### src/rtl/axis_fifo_pkg.sv
// rtl/axis_fifo_pkg.sv - shared types and constants for the AXI4-Stream packet FIFO
package axis_fifo_pkg;

   localparam int DEF_DATA_WIDTH = 8;
   localparam int DEF_KEEP_WIDTH = DEF_DATA_WIDTH / 8;
   localparam int DEF_DEPTH      = 16;
   localparam int PTR_W          = $clog2(DEF_DEPTH) + 1;

   typedef struct packed {
      logic [DEF_KEEP_WIDTH-1:0] keep;
      logic                      last;
      logic [DEF_DATA_WIDTH-1:0] data;
   } axis_beat_t;

   typedef enum logic [1:0] {IDLE, SEND, FORCE} rd_state_e;

   // Pointer carries one extra wrap bit above the address
   function automatic int ptr_width(input int depth);
      return $clog2(depth) + 1;
   endfunction

endpackage

### src/rtl/axis_fifo_ram.sv
// rtl/axis_fifo_ram.sv - simple dual-port beat storage, synchronous write, asynchronous read
module axis_fifo_ram #(
   parameter  int WIDTH = 10,
   parameter  int DEPTH = 16,
   localparam int AW    = $clog2(DEPTH)
) (
   input  logic             aclk,
   input  logic             wr_en,
   input  logic [AW-1:0]    wr_addr,
   input  logic [WIDTH-1:0] wr_data,
   input  logic [AW-1:0]    rd_addr,
   output logic [WIDTH-1:0] rd_data
);

   logic [WIDTH-1:0] mem [DEPTH];

   always_ff @(posedge aclk) begin
      if (wr_en) begin
         mem[wr_addr] <= wr_data;
      end
   end

   assign rd_data = mem[rd_addr];

endmodule

### src/rtl/axis_pkt_fifo.sv
// rtl/axis_pkt_fifo.sv - AXI4-Stream FIFO; define AXIS_PKT_FIFO_STORE_FWD_EN for store-and-forward
module axis_pkt_fifo
   import axis_fifo_pkg::*;
#(
   parameter  int DATA_WIDTH   = DEF_DATA_WIDTH,
   parameter  int DEPTH        = DEF_DEPTH,
   parameter  int AFULL_THRESH = DEPTH - 2,
   localparam int KEEP_WIDTH   = DATA_WIDTH / 8,
   localparam int PW           = ptr_width(DEPTH)
) (
   input  logic                  aclk,
   input  logic                  areset,
   input  logic [DATA_WIDTH-1:0] s_axis_tdata,
   input  logic [KEEP_WIDTH-1:0] s_axis_tkeep,
   input  logic                  s_axis_tlast,
   input  logic                  s_axis_tvalid,
   output logic                  s_axis_tready,
   output logic [DATA_WIDTH-1:0] m_axis_tdata,
   output logic [KEEP_WIDTH-1:0] m_axis_tkeep,
   output logic                  m_axis_tlast,
   output logic                  m_axis_tvalid,
   input  logic                  m_axis_tready,
   output logic [PW-1:0]         occupancy,
   output logic                  almost_full
);

   localparam int AW = PW - 1;

   typedef struct packed {
      logic [KEEP_WIDTH-1:0] keep;
      logic                  last;
      logic [DATA_WIDTH-1:0] data;
   } beat_t;

   logic [PW-1:0] wr_ptr, rd_ptr, wr_ptr_nxt, rd_ptr_nxt, occ_nxt;
   logic          full, empty, push, pop;
   beat_t         wr_beat, rd_beat;

   assign full  = (wr_ptr[AW-1:0] == rd_ptr[AW-1:0]) && (wr_ptr[AW] != rd_ptr[AW]);
   assign empty = (wr_ptr == rd_ptr);

   // Ready is held low for the whole reset cycle regardless of stale pointers
   assign s_axis_tready = !areset && !full;
   assign push          = s_axis_tvalid && s_axis_tready;
   assign pop           = m_axis_tvalid && m_axis_tready;

   assign wr_ptr_nxt = wr_ptr + PW'(push);
   assign rd_ptr_nxt = rd_ptr + PW'(pop);
   assign occ_nxt    = wr_ptr_nxt - rd_ptr_nxt;

   always_ff @(posedge aclk) begin
      if (areset) begin
         wr_ptr      <= '0;
         rd_ptr      <= '0;
         occupancy   <= '0;
         almost_full <= 1'b0;
      end else begin
         wr_ptr      <= wr_ptr_nxt;
         rd_ptr      <= rd_ptr_nxt;
         occupancy   <= occ_nxt;
         almost_full <= (occ_nxt >= PW'(AFULL_THRESH));
      end
   end

   assign wr_beat = {s_axis_tkeep, s_axis_tlast, s_axis_tdata};

   axis_fifo_ram #(.WIDTH($bits(beat_t)), .DEPTH(DEPTH)) u_ram (
      .aclk    (aclk),
      .wr_en   (push),
      .wr_addr (wr_ptr[AW-1:0]),
      .wr_data (wr_beat),
      .rd_addr (rd_ptr[AW-1:0]),
      .rd_data (rd_beat)
   );

   assign m_axis_tdata = rd_beat.data;
   assign m_axis_tkeep = rd_beat.keep;
   assign m_axis_tlast = rd_beat.last;

`ifdef AXIS_PKT_FIFO_STORE_FWD_EN
   rd_state_e     state, state_nxt;
   logic [PW-1:0] pkt_cnt, pkt_cnt_nxt;
   logic          full_nxt;

   assign pkt_cnt_nxt = pkt_cnt + PW'(push && s_axis_tlast) - PW'(pop && rd_beat.last);
   assign full_nxt    = (occ_nxt == PW'(DEPTH));

   always_ff @(posedge aclk) begin
      if (areset) begin
         state   <= IDLE;
         pkt_cnt <= '0;
      end else begin
         state   <= state_nxt;
         pkt_cnt <= pkt_cnt_nxt;
      end
   end

   // Decisions use post-edge counts so a packet is released the cycle after its tlast lands
   always_comb begin
      state_nxt = state;
      case (state)
         IDLE: begin
            if (pkt_cnt_nxt != '0)  state_nxt = SEND;
            else if (full_nxt)      state_nxt = FORCE;
         end
         SEND: begin
            if (pop && rd_beat.last && (pkt_cnt_nxt == '0)) state_nxt = IDLE;
         end
         FORCE: begin
            if (pop && rd_beat.last) state_nxt = IDLE;
         end
         default: state_nxt = IDLE;
      endcase
   end

   always_comb begin
      m_axis_tvalid = 1'b0;
      case (state)
         SEND, FORCE: m_axis_tvalid = !empty;
         default:     m_axis_tvalid = 1'b0;
      endcase
   end
`else
   assign m_axis_tvalid = !empty;
`endif

endmodule

### config.mk
export PLATFORM = sky130hd
export DESIGN_NAME = axis_pkt_fifo
export DESIGN_NICKNAME = d
export VERILOG_FILES = /design/src/rtl/axis_fifo_pkg.sv /design/src/rtl/axis_fifo_ram.sv /design/src/rtl/axis_pkt_fifo.sv
export SDC_FILE = /design/constraint.sdc
export NUM_CORES = 1
export LEC_CHECK = 0
export CAP_MARGIN = 20
export CORE_MARGIN = 1.5
export CORE_UTILIZATION = 63
export DETAILED_ROUTE_END_ITERATION = 8
export DONT_BUFFER_PORTS = 1
export HOLD_SLACK_MARGIN = 0.02
export MAX_ROUTING_LAYER = met4
export PLACE_DENSITY_LB_ADDON = 0.08
export SYNTH_ARGS = -nofsm -noshare
export SYNTH_HDL_FRONTEND = slang
export SYNTH_SLANG_ARGS = --single-unit
### constraint.sdc
create_clock -name aclk -period 4 [get_ports aclk]
set_input_delay 0.4 -clock aclk [delete_from_list [all_inputs] [get_ports aclk]]
set_output_delay 0.4 -clock aclk [all_outputs]
set_load 0.01 [all_outputs]
==> flow_metrics.tcl <==
set metrics [dict create \
    syn_to_final_growth_pct 14.4 \
    totalWireLength_um 13100 \
    die_height_um 108 \
    cp-end-kind "register" \
    route.vias.total 3221 \
    worstPathMaxFanout 12 \
    worst_pin_slew_ns 0.826 \
    viasPerCell 6.23 \
    cpMaxStageDelayCell "dfxtp_1" \
    start_util 0.641 \
    yosys.area.top_type "edfxtp_1" \
    finalClockSkew_ns 0.00843 \
    ios 32 \
    htree_levels 4 \
    overflow 0 \
    drive_gt1_frac 0.322 \
    grt_pass1_wl_um 20000 \
    core_area_mm2 0.0108 \
    p_sw_frac 0.215 \
    async_reset_ff_frac 0 \
    clock_sinks 176 \
    dr.pass1.iters 6 \
    hold_viol_final 0 \
    hold_ws_ns 0.0828 \
    yosys_warnings 0 \
    fmax_ghz 0.305 \
    grt_max_degree 45 \
    die_w_um 108 \
    p_comb_frac 0.090 \
    syn-num-nets 350 \
    cp.required_ns 4.46 \
    critPathMaxStageDelay_ns 0.61 \
    ir_drop_uv 328 \
    fin_crit_sh 0.820 \
    track_usage 0.259 \
    cp-start-kind "register" \
    synth_area_mm2 0.00692 \
    dp_hpwl_um 7820 \
    power_frac_seq 0.520 \
    clock_path_buffers 2 \
    synthTopCellsByArea "edfxtp_1 69%, mux4_2 16%, dfxtp_1 4.6%, ha_1 1.3%, xor2_1 1.3%" \
    fin_tns_setup_ns 0 \
    slew_viol_final 0 \
    cts_tree "built" \
    grt_pass1_vias 3303 \
    cp.arrival_ns 3.73 \
    p_per_area_mw_per_mm2 498 \
    netlist.area_leader.share 0.694 \
    ant_nets 0 \
    row_count 38 \
    maxSlewHeadroom 0.449 \
    clkSlewWorstSetupHoldPaths_ns 0.07 \
    post_synth_inst_count 329 \
    mostFrequentLayoutCells "160 x edfxtp_1, 50 x mux4_2, 22 x buf_4, 16 x clkbuf_16, 14 x dfxtp_1" \
    final_area_mm2 0.00792 \
    cts_root_buffer "clkbuf_8" \
    intPower_mw 3.09 \
    antenna_found_initial 1 \
    drc 0 \
    pwr-share-clk 0.390 \
    synth_cell_types 31 \
    synthFlopType "edfxtp_1" \
    io_buffers 0 \
    synth_edf_count 160 \
    syn_area_per_cell_um2 21.0 \
    min_path_type "in2reg" \
    crit_chain "xor2_1 -> nor4_1 -> a21oi_1 -> ha_1 -> ha_1 -> xor2_1 -> ha_1 -> a21o_1 -> xnor3_1 -> or3b_1 -> o211ai_2" \
    mostFrequentLayoutCell "edfxtp_1" \
    dieArea_mm2 0.0116 \
    drt_iter0_markers 367 \
    nNetsFinal 384 \
    maxCapViolations 0 \
    p_sw_uw 849 \
    post-cts-setup-buffers 0 \
    power.leakage_nw 2.52 \
    place_congestion 0.814 \
    worst_path_most_repeated_cell "ha_1" \
    worstSetupPathType "reg2reg" \
    clk_latency_ns 0.52 \
    synth-seq-cells 176 \
    wl_per_cell_um 25.3 \
    cts_buffers 17 \
    fin_util 0.734 \
    place_area_mm2 0.00725 \
    status "finished clean" \
    fin_crit_ns 3.28 \
    yosysSeqAreaShare 0.741 \
    grt_setup_unrepaired "no" \
    setup_viol 0 \
]
-- cell type report --
type | instances | area (um^2)
multi-input combinational | 132 | 1770
inverter | 3 | 11.3
tap | 140 | 175
timing repair buffer | 33 | 275
fill | 609 | 2870
antenna | 1 | 2.50
sequential | 176 | 5130
clock inverter | 15 | 146
clock buffer | 17 | 414
-- synthesized netlist by cell type (2+ instances only) --
cell type and n:
edfxtp_1 160, mux4_2 50, dfxtp_1 16, nor2_1 13
clkbuf_1 11, nor3_1 10, xor2_1 10, ha_1 7
buf_2 6, nand2b_1 6, nor2b_1 5, nand2_1 4
nand3_1 4, xnor2_1 4, inv_1 3, nor4_1 3
a21oi_1 2, maj3_1 2
-- worst max-delay path: cells and delay by family (launching register included) --
kind                     cells  cell delay (ns)
flip-flops                   1             0.61
XOR/XNOR                     3             0.52
adder cells (fa/ha/maj)      3             0.78
AND/OR/NAND/NOR              2             0.81
AO/OA/AOI/OAI                3             0.49
-- cell families after synthesis --
logic type	after synthesis	synth area share
xor gates and xnor gates	16	0.0233
and+or+nand+nor	50	0.0372
adders and majority gates	9	0.0155
buffers and inverters	21	0.0130
DFF	176	0.741
muxes	50	0.163
AOI/OAI and AO/OA	7	0.00759
-- power by group through the flow --
stage / clock (mW) / sequential (mW) / combinational [mW]
after floorplan: 0 / 2.09 / 0.270
after global placement: 0 / 2.09 / 0.327
after detailed placement: 0 / 2.09 / 0.332
after CTS: 1.56 / 2.05 / 0.364
after global routing: 1.63 / 2.05 / 0.388
final: 1.54 / 2.05 / 0.354
-- through the flow --
step	worst slack (ns)	cells	total power, mW
after floorplan	0.975	329	2.36
after global placement	0.846	473	2.41
after detailed placement	0.721	473	2.42
after CTS	0.700	516	3.97
after global routing	0.383	517	4.07
final	0.721	517	3.94
-- metal layers --
layer,part of all wire,wire [um],up-vias,track usage
met2,0.51,6710,118,0.388
met1,0.42,5520,1683,0.362
li1,-,-,1416,-
met4,0.0046,60,0,0.0686
met3,0.061,793,4,0.0666
met5,0,0,-,-
-- registers in the layout (all words and copies together) (netlist names) --
name,flops
u_ram.mem,160
almost_full,1
wr_ptr,5
rd_ptr,5
occupancy,5
-- timing repair --
item | CTS | global route
gates resized for setup | 0 | 0
hold buffers | 11 | 0
hold endpoints to repair | 174 | 0
-- worst paths after layout --
kind | cells past startpoint | to | slack [ns] | from
max | 11 | almost_full | 0.72 | wr_ptr[2]
max reg2reg | 11 | almost_full | 0.72 | wr_ptr[2]
min reg2reg | 2 | rd_ptr[4] | 0.58 | rd_ptr[4]
min | 2 | occupancy[4] | 0.08 | areset
No activity file was read; power rests on OpenSTA's default activity.
